--- src/rtl/riscv_ifu_pkg.sv ---
// riscv_ifu_pkg: shared types and AXI constants for the instruction fetch unit
package riscv_ifu_pkg;
  localparam int PC_W = 32;
  localparam logic [1:0] RESP_OKAY = 2'b00;
  localparam logic [2:0] ARSIZE_WORD = 3'b010;
  typedef struct packed {
    logic [PC_W-1:0] pc;
    logic [31:0]     data;
    logic            fault;
  } fetch_entry_t;
endpackage

--- src/rtl/riscv_ifu_fifo.sv ---
// riscv_ifu_fifo: synchronous first-word-fall-through FIFO with flush
module riscv_ifu_fifo #(
  parameter type T = logic,
  parameter int DEPTH = 4
) (
  input  logic                       clock,
  input  logic                       reset,
  input  logic                       flush,
  input  logic                       push,
  input  T                           din,
  input  logic                       pop,
  output T                           dout,
  output logic                       empty,
  output logic [$clog2(DEPTH+1)-1:0] count
);
  localparam int AW = DEPTH > 1 ? $clog2(DEPTH) : 1;
  localparam int CW = $clog2(DEPTH+1);
  T mem_q [DEPTH];
  logic [AW-1:0] wr_q, wr_d, rd_q, rd_d;
  logic [CW-1:0] cnt_q, cnt_d;
  logic do_push, do_pop;
  function automatic logic [AW-1:0] inc(input logic [AW-1:0] p);
    return p == AW'(DEPTH-1) ? '0 : p + 1'b1;
  endfunction
  always_comb begin
    do_push = push && cnt_q != CW'(DEPTH);
    do_pop = pop && cnt_q != '0;
    wr_d = flush ? '0 : do_push ? inc(wr_q) : wr_q;
    rd_d = flush ? '0 : do_pop ? inc(rd_q) : rd_q;
    cnt_d = flush ? '0 : cnt_q + CW'(do_push) - CW'(do_pop);
  end
  always_ff @(posedge clock) begin
    if (reset) begin
      wr_q <= '0;
      rd_q <= '0;
      cnt_q <= '0;
    end else begin
      wr_q <= wr_d;
      rd_q <= rd_d;
      cnt_q <= cnt_d;
    end
  end
  always_ff @(posedge clock) begin
    if (do_push && !flush) mem_q[wr_q] <= din;
  end
  assign dout = mem_q[rd_q];
  assign empty = cnt_q == '0;
  assign count = cnt_q;
endmodule

--- src/rtl/riscv_ifu_fetch.sv ---
// riscv_ifu_fetch: sequential-PC AXI4 instruction prefetcher with redirect and stale-response drop
module riscv_ifu_fetch
  import riscv_ifu_pkg::*;
#(
  parameter int ADDR_W = 32,
  parameter logic [ADDR_W-1:0] RESET_PC = 'h200,
  parameter int MAX_OUTSTANDING = 4,
  parameter int BUF_DEPTH = 4
) (
  input  logic              clock,
  input  logic              reset,
  input  logic              fetch_en,
  input  logic              redirect,
  input  logic [ADDR_W-1:0] redirect_pc,
  output logic              ARVALID,
  input  logic              ARREADY,
  output logic [ADDR_W-1:0] ARADDR,
  output logic [7:0]        ARLEN,
  output logic [2:0]        ARSIZE,
  input  logic              RVALID,
  output logic              RREADY,
  input  logic [31:0]       RDATA,
  input  logic [1:0]        RRESP,
  output logic              instr_valid,
  input  logic              instr_ready,
  output logic [ADDR_W-1:0] instr_pc,
  output logic [31:0]       instr_data,
  output logic              instr_fault
);
  localparam int CW = $clog2(BUF_DEPTH+1);
  localparam int SW = CW + 1;
  logic [ADDR_W-1:0] pc_q, pc_d, araddr_q, araddr_d, pc_sel, pcq_head;
  logic arvalid_q, arvalid_d;
  logic [CW-1:0] drop_q, drop_d, out_cnt, out_d, buf_cnt, buf_d;
  logic [$clog2(MAX_OUTSTANDING+1)-1:0] pcq_cnt;
  logic pcq_empty, buf_empty, ar_fire, r_fire, hold, issue, new_req, push_buf, pop_buf;
  fetch_entry_t new_e, head;
  always_comb begin
    ar_fire = arvalid_q && ARREADY;
    r_fire = RVALID && !pcq_empty;
    hold = arvalid_q && !ARREADY;
    push_buf = r_fire && drop_q == '0;
    pop_buf = !buf_empty && instr_ready;
    out_cnt = CW'(pcq_cnt);
    out_d = out_cnt + CW'(ar_fire) - CW'(r_fire);
    buf_d = redirect ? '0 : buf_cnt + CW'(push_buf) - CW'(pop_buf);
    pc_sel = redirect ? (redirect_pc & ~ADDR_W'(3)) : pc_q;
    // credit on post-update counts so every in-flight beat is guaranteed a buffer slot
    issue = fetch_en && ({1'b0, out_d} + {1'b0, buf_d} < SW'(BUF_DEPTH))
            && out_d < CW'(MAX_OUTSTANDING);
    arvalid_d = hold || issue;
    new_req = !hold && issue;
    araddr_d = new_req ? pc_sel : araddr_q;
    pc_d = new_req ? pc_sel + ADDR_W'(4) : pc_sel;
    // a held AR belongs to the old stream: its beat is dropped once it is taken
    drop_d = redirect ? out_d + CW'(hold) : drop_q - CW'(r_fire && drop_q != '0);
    new_e.pc = PC_W'(pcq_head);
    new_e.data = RDATA;
    new_e.fault = RRESP != RESP_OKAY;
  end
  always_ff @(posedge clock) begin
    if (reset) begin
      pc_q <= RESET_PC;
      araddr_q <= RESET_PC;
      arvalid_q <= 1'b0;
      drop_q <= '0;
    end else begin
      pc_q <= pc_d;
      araddr_q <= araddr_d;
      arvalid_q <= arvalid_d;
      drop_q <= drop_d;
    end
  end
  riscv_ifu_fifo #(.T(logic [ADDR_W-1:0]), .DEPTH(MAX_OUTSTANDING)) u_pcq (
    .clock(clock),
    .reset(reset),
    .flush(1'b0),
    .push(ar_fire),
    .din(araddr_q),
    .pop(r_fire),
    .dout(pcq_head),
    .empty(pcq_empty),
    .count(pcq_cnt)
  );
  riscv_ifu_fifo #(.T(fetch_entry_t), .DEPTH(BUF_DEPTH)) u_buf (
    .clock(clock),
    .reset(reset),
    .flush(redirect),
    .push(push_buf),
    .din(new_e),
    .pop(pop_buf),
    .dout(head),
    .empty(buf_empty),
    .count(buf_cnt)
  );
  assign ARVALID = arvalid_q;
  assign ARADDR = araddr_q;
  assign ARLEN = 8'd0;
  assign ARSIZE = ARSIZE_WORD;
  assign RREADY = !pcq_empty;
  assign instr_valid = !buf_empty;
  assign instr_pc = ADDR_W'(head.pc);
  assign instr_data = head.data;
  assign instr_fault = head.fault;
endmodule

--- config.mk ---
export PLATFORM = sky130hd
export DESIGN_NAME = riscv_ifu_fetch
export DESIGN_NICKNAME = d
export VERILOG_FILES = /design/src/rtl/riscv_ifu_pkg.sv /design/src/rtl/riscv_ifu_fifo.sv /design/src/rtl/riscv_ifu_fetch.sv
export SDC_FILE = /design/constraint.sdc
export NUM_CORES = 1
export LEC_CHECK = 0
export CELL_PAD_IN_SITES_DETAIL_PLACEMENT = 0
export CELL_PAD_IN_SITES_GLOBAL_PLACEMENT = 1
export CORE_MARGIN = 2
export CORE_UTILIZATION = 47
export CTS_BUF_LIST = sky130_fd_sc_hd__clkbuf_4 sky130_fd_sc_hd__clkbuf_8 sky130_fd_sc_hd__clkbuf_16
export DETAILED_ROUTE_END_ITERATION = 10
export PLACE_DENSITY = 0.88
export SYNTH_ARGS = -nofsm -noshare
export SYNTH_HDL_FRONTEND = slang
export SYNTH_SLANG_ARGS = --single-unit
--- constraint.sdc ---
create_clock -name clock -period 5.05 [get_ports clock]
set_input_delay 1.01 -clock clock [delete_from_list [all_inputs] [get_ports clock]]
set_output_delay 1.01 -clock clock [all_outputs]
set_load 0.01 [all_outputs]
Yosys cells after proc, flatten, opt, wreduce, memory -nomap -nowiden
Memories as Yosys holds them, arrays and structs flattened. A register that Yosys moved wholly into a read port is not among the register bits.
Cells that the tools add are included.
{ "word_totals": {"regBits": 82, "ram_bits": 388, "in_bits": 73, "word_cells": 80, "n_memories": 2} }
{ "op_classes": {"add_sub_neg": 16, "n_lt_le_gt_ge": 2, "eq_ne": 6, "n_mux": 16, "n_reduce_logical": 28} }
{ "memory_table": {"columns": ["memory", "words", "word_bits", "read_ports", "rd_clocked_by_memory_dff", "write_ports", "line_no", "text"], "rows": [
  ["u_buf.mem_q", 4, 65, 1, 1, 1, "riscv_ifu_fifo.sv:18", "T mem_q [DEPTH];"],
  ["u_pcq.mem_q", 4, 32, 1, 1, 1, "riscv_ifu_fifo.sv:18", null]
]} }
{ "op_table": {"columns": ["op", "count"], "rows": [
  ["32-bit two-way mux", 2],
  ["32-bit by 3-bit adder with 32-bit output (second input constant)", 1],
  ["2-bit two-way mux", 8],
  ["3-bit by 1-bit adder with 3-bit output", 5],
  ["3-bit by 1-bit subtractor with 3-bit output", 5],
  ["1-bit logical AND", 14],
  ["3-bit zero test", 3],
  ["3-bit nonzero test", 3],
  ["2-bit by 1-bit adder with 2-bit output (second input constant)", 4],
  ["2-bit == test (second input constant)", 4],
  ["3-bit two-way mux", 2],
  ["3-bit inequality test (second input constant)", 2],
  ["1-bit zero test", 5],
  ["3-bit by 3-bit adder with 4-bit output", 1],
  ["4-bit by 3-bit < comparator with 1-bit output (second input constant)", 1],
  ["1-bit two-way mux", 4],
  ["3-bit < comparator (second input constant)", 1],
  ["2-bit nonzero test", 1],
  ["2-bit OR reduction", 1],
  ["1-bit logical OR", 1]
]} }

Depth between registers and ports, before layout
{ "logic_depth": {"depth_word": 13, "ltp_mapped": 18} }

Hierarchy
Synthesis repeated with hierarchy kept, for this count alone.
{ "unflattened": {"hier_cells": 1044, "hier_area_um2": 18865.6} }
{ "by_module_without_submodules": {"columns": ["module", "instances", "cells_each", "area_each_um2", "seq_area_each_um2"], "rows": [
  ["riscv_ifu_fifo (u_buf)", 1, 389, 9907.0, 7987.7],
  ["riscv_ifu_fifo (u_pcq)", 1, 217, 5143.7, 4023.9],
  ["riscv_ifu_fetch", 1, 438, 3814.9, 1361.3]
]} }

Worst setup path before layout
OpenSTA, ideal clock, no wires.
{ "synth_timing": {"path_kind": "input -> register", "from": "in RVALID", "to": "reg pc_q[30]", "setup_ns": 0.123, "arrival_ns": 4.223, "setup_slack_ns": 0.703, "stages": 15, "path_buffers": 1, "path_cell_list": "o31ai_1 -> inv_1 -> ha_1 -> inv_1 -> ha_1 -> fa_1 -> xor3_2 -> inv_1 -> ha_1 -> nor4b_1 -> and4_1 -> buf_4 -> nand4_1 -> nor4_1 -> mux2_1"} }
{ "synth_via": {"elab_chain_len": 11} }
{ "synth_rtl": {"columns": ["element", "line_no", "text"], "rows": [
  ["start, declared", "riscv_ifu_fetch.sv:20", "input logic RVALID,"],
  ["1-bit logical AND *", "riscv_ifu_fetch.sv:40", "r_fire = RVALID && !pcq_empty;"],
  ["1-bit logical AND", "riscv_ifu_fetch.sv:42", "push_buf = r_fire && drop_q == '0;"],
  ["3-bit by 1-bit adder with 3-bit output", "riscv_ifu_fetch.sv:46", "buf_d = redirect ? '0 : buf_cnt + CW'(push_buf) - CW'(pop_buf);"],
  ["3-bit by 1-bit subtractor with 3-bit output", "riscv_ifu_fetch.sv:46", null],
  ["3-bit two-way mux", "riscv_ifu_fetch.sv:46", null],
  ["3-bit by 3-bit adder with 4-bit output", "riscv_ifu_fetch.sv:49", "issue = fetch_en && ({1'b0, out_d} + {1'b0, buf_d} < SW'(BUF_DEPTH))"],
  ["4-bit by 3-bit < comparator with 1-bit output", "riscv_ifu_fetch.sv:49", null],
  ["1-bit logical AND", "riscv_ifu_fetch.sv:49", null],
  ["1-bit logical AND *", "riscv_ifu_fetch.sv:50", "&& out_d < CW'(MAX_OUTSTANDING);"],
  ["1-bit logical AND *", "riscv_ifu_fetch.sv:52", "new_req = !hold && issue;"],
  ["32-bit two-way mux *", "riscv_ifu_fetch.sv:54", "pc_d = new_req ? pc_sel + ADDR_W'(4) : pc_sel;"],
  ["end signal, assigned", "riscv_ifu_fetch.sv:68", "pc_q <= pc_d;"],
  ["end, declared", "riscv_ifu_fetch.sv:32", "logic [ADDR_W-1:0] pc_q, pc_d, araddr_q, araddr_d, pc_sel, pcq_head;"]
]} }
Mark *: on every way between the ends. The rest lies on a longest branch, timed or not.
A chain may end at the register's enable or synchronous reset.

Worst setup path in the final report
Same ends and word-level chain as after synthesis.

==> results.yml <==
clock_tree:
  clkTransAtPathRegs_ps: 60
  cts_root_buf: "clkbuf_16"
  htree_num_levels: 2
  cts_tree: "built"
  clock_path_buffers: 3
  cts_sinks: 474
  insertion_delay_ps: 580
  cts_resized: 0
  holdBufCountCts: 0
  post-cts-setup-buffers: 0
  numCtsBuffers: 49
critical_path:
  crit_type: "input port to flop"
  path_max_fanout: 8
  max_stage_delay_ps: 440
  path_delay_family: "simple AND/OR/NAND/NOR gates"
  cp.arrival_ps: 4830
  path_buf_inv: 4
  required_ps: 5520
  crit_path_start_kind: "input port"
  cp_slowest_cell: "nor4b_1"
  crit_path_end_kind: "flop"
  path_cells: "clkdlybuf4s50_1, o31ai_1, inv_1, ha_1, inv_1, ha_1, fa_1, xor3_2, inv_1, ha_1, nor4b_1, and4_2, nand4_1, nor4_1, mux2_1"
finish:
  area_growth_pct: 20.9
  drive_above_1_share: 0.184
  diodes: 0
  final_nets: 1311
yosys:
  synth-seq-area-share: 0.722
  async_flop_share: 0
  ys_ff_latch: 474
  synth_area_per_cell_um2: 18.2
  syn_area_um2: 18500
  muxShareOfSynthArea: 0.140
  synthSimpleGateAreaFrac: 0.0569
  synth-xor-area-share: 0.0103
  synth_top_area_frac: 0.629
  yosysMostFrequentCell: "edfxtp_1"
  synth_flop_cell: "edfxtp_1"
  synth-compound-area-share: 0.0298
  ys_top_cells_by_count: "edfxtp_1, mux4_2, dfxtp_1, nor2_1, mux2i_1"
  synth_area_leaders: "edfxtp_1, mux4_2, dfxtp_1"
  synth_edf_count: 388
  syn_inst: 1017
  yosys.area.top_type: "edfxtp_1"
  synth_warnings: 0
  synth_fa_ha_area_frac: 0.0198
  synth_top_family_by_area: "multiplexers"
  synth_cell_types: 61
timing:
  setup_slack_ps: 698
  fmax_ghz: 0.230
  finClkSkew_ps: 15.0
  rsz0062_at_grt: "false"
  worst_slew_pin_slew_ps: 967
  relSlewSlack: 0.355
  setup_violations: 0
  setup_tns_ps: 0
  final_hold_viol_count: 0
  holdWs_ps: 474
  period_minus_slack_ps: 4350
  finalCritPeriodShare: 0.862
  slew_viol_final: 0
pwr:
  p_leak_nw: 7.41
  vdd_drop_max_mv: 0.246
  swShare: 0.259
  combPwrFrac: 0.186
  switching_power_mw: 2.62
  p_int_mw: 7.49
  power_density_nw_per_um2: 451
  p_clk_frac: 0.339
  p_seq_frac: 0.475
die:
  start_util: 0.477
  num_rows: 72
  core_um2: 38800
  die_y_um: 203
  die_area_um2: 41000
  die_w_um: 203
  io_pins: 184
worst_hold_path:
  hold_path.class: "flop to flop"
detailed_routing:
  postRouteAntennaNets: 0
  avgViaCountPerCell: 5.41
  wl_per_cell_um: 20.5
  drt_wl_total_um: 36200
  first_pass_iters: 7
  dr_total_vias: 9556
  drt-initial-drc-count: 512
  drc_errors: 0
status:
  status: "finished clean"
global_route:
  use_met1: 0.234
  grt.busiest_layer: "met2"
  grt_pass1_vias: 9670
  grt_usage: 0.178
  grtUsageMet3: 0.0363
  antenna_found_initial: 0
  overflow: 0
  grt_max_degree: 42
  met2_usage: 0.304
  grt_pass1_wl_um: 55500
placement:
  finalWeightedCongestion: 0.826
  dp_hpwl_um: 23200
  dpl_worst_slack_ps: 42.3
  numPortBuffers: 170
flow_run:
  drv_cap: 0
[flip-flops by register name (all words and copies together) (netlist names), named ones only]
register	flops
u_buf.mem_q	260
u_pcq.mem_q	128
ARADDR	32
pc_q	32
drop_q	3
u_buf.count	3
u_pcq.count	3
u_buf.rd_q	2
u_buf.wr_q	2
u_pcq.rd_q	2
u_pcq.wr_q	2
ARVALID	1
[worst paths after layout]
check | slack [ps] | startpoint | endpoint | cells after the start
max | 700 | RVALID | pc_q[30] | 15
min reg2reg | 470 | pc_q[0] | pc_q[0] | 1
min | 470 | pc_q[0] | pc_q[0] | 1
max reg2reg | 810 | u_buf.count[2] | pc_q[30] | 16
[final cells by class]
type                            instances  area [µm²]
Clock buffer                           55        1290
Clock inverter                         32         263
Fill cell                            2899       16400
Inverter                               21        78.8
Multi-Input combinational cell        471        4810
Sequential cell                       474       13400
Tap cell                              518         648
Timing Repair Buffer                  194        1930
[power by group through the flow]
stage	Combinational, mW	Clock, mW	Sequential, mW
after floorplan	1.18	0	4.84
after global placement	1.86	0	4.87
after detailed placement	1.90	0	4.89
after CTS	1.91	3.51	4.81
after global routing	2.06	3.67	4.84
final	1.88	3.43	4.81
[through the flow]
step / area (µm²) / utilization / total power, mW / instances
2_1_floorplan: 18600 / - / 6.02 / 1026
3_3_place_gp: 20900 / 0.537 / 6.73 / 1678
3_5_place_dp: 20900 / 0.537 / 6.79 / 1678
4_1_cts: 22400 / 0.577 / 10.2 / 1765
5_1_grt: 22400 / 0.577 / 10.6 / 1765
6_report: 22400 / 0.577 / 10.1 / 1765
[kinds of logic after synthesis]
group | count (synthesis)
xor+xnor | 20
flops | 474
buf+inv | 81
other cells | 2
compound gates | 80
simple gates | 196
fa+ha+maj | 27
mux | 137
[layer usage]
metal	part of all wire	up-vias	routed length [µm]
met4	0.018	0	670
met3	0.051	48	1850
met2	0.50	254	18100
li1	-	4396	-
met1	0.43	4858	15600
met5	0	-	0
[placed cells by master (no fill, tap or decap), types with 4 or more instances in the layout]
cell / instances
edfxtp_1: 388
clkdlybuf4s50_1: 168
mux4_2: 97
dfxtp_1: 83
nor2_1: 74
clkbuf_16: 50
mux2i_1: 31
a211oi_1: 30
ha_1: 23
inv_1: 21
nand2_1: 19
buf_4: 19
nand3_1: 18
a21oi_1: 17
nor3_1: 15
xnor2_1: 15
clkinv_2: 13
conb_1: 11
nand4_1: 9
nor2b_1: 8
and2_1: 7
o21ai_0: 7
nor4_1: 6
mux2_1: 5
clkbuf_4: 5
clkinv_1: 5
buf_12: 5
o31a_1: 4
xor2_1: 4
mux2_2: 4
and2_4: 4
nand4b_1: 4
nand3b_1: 4
fa_1: 4
(Power assumes the default switching activity.)
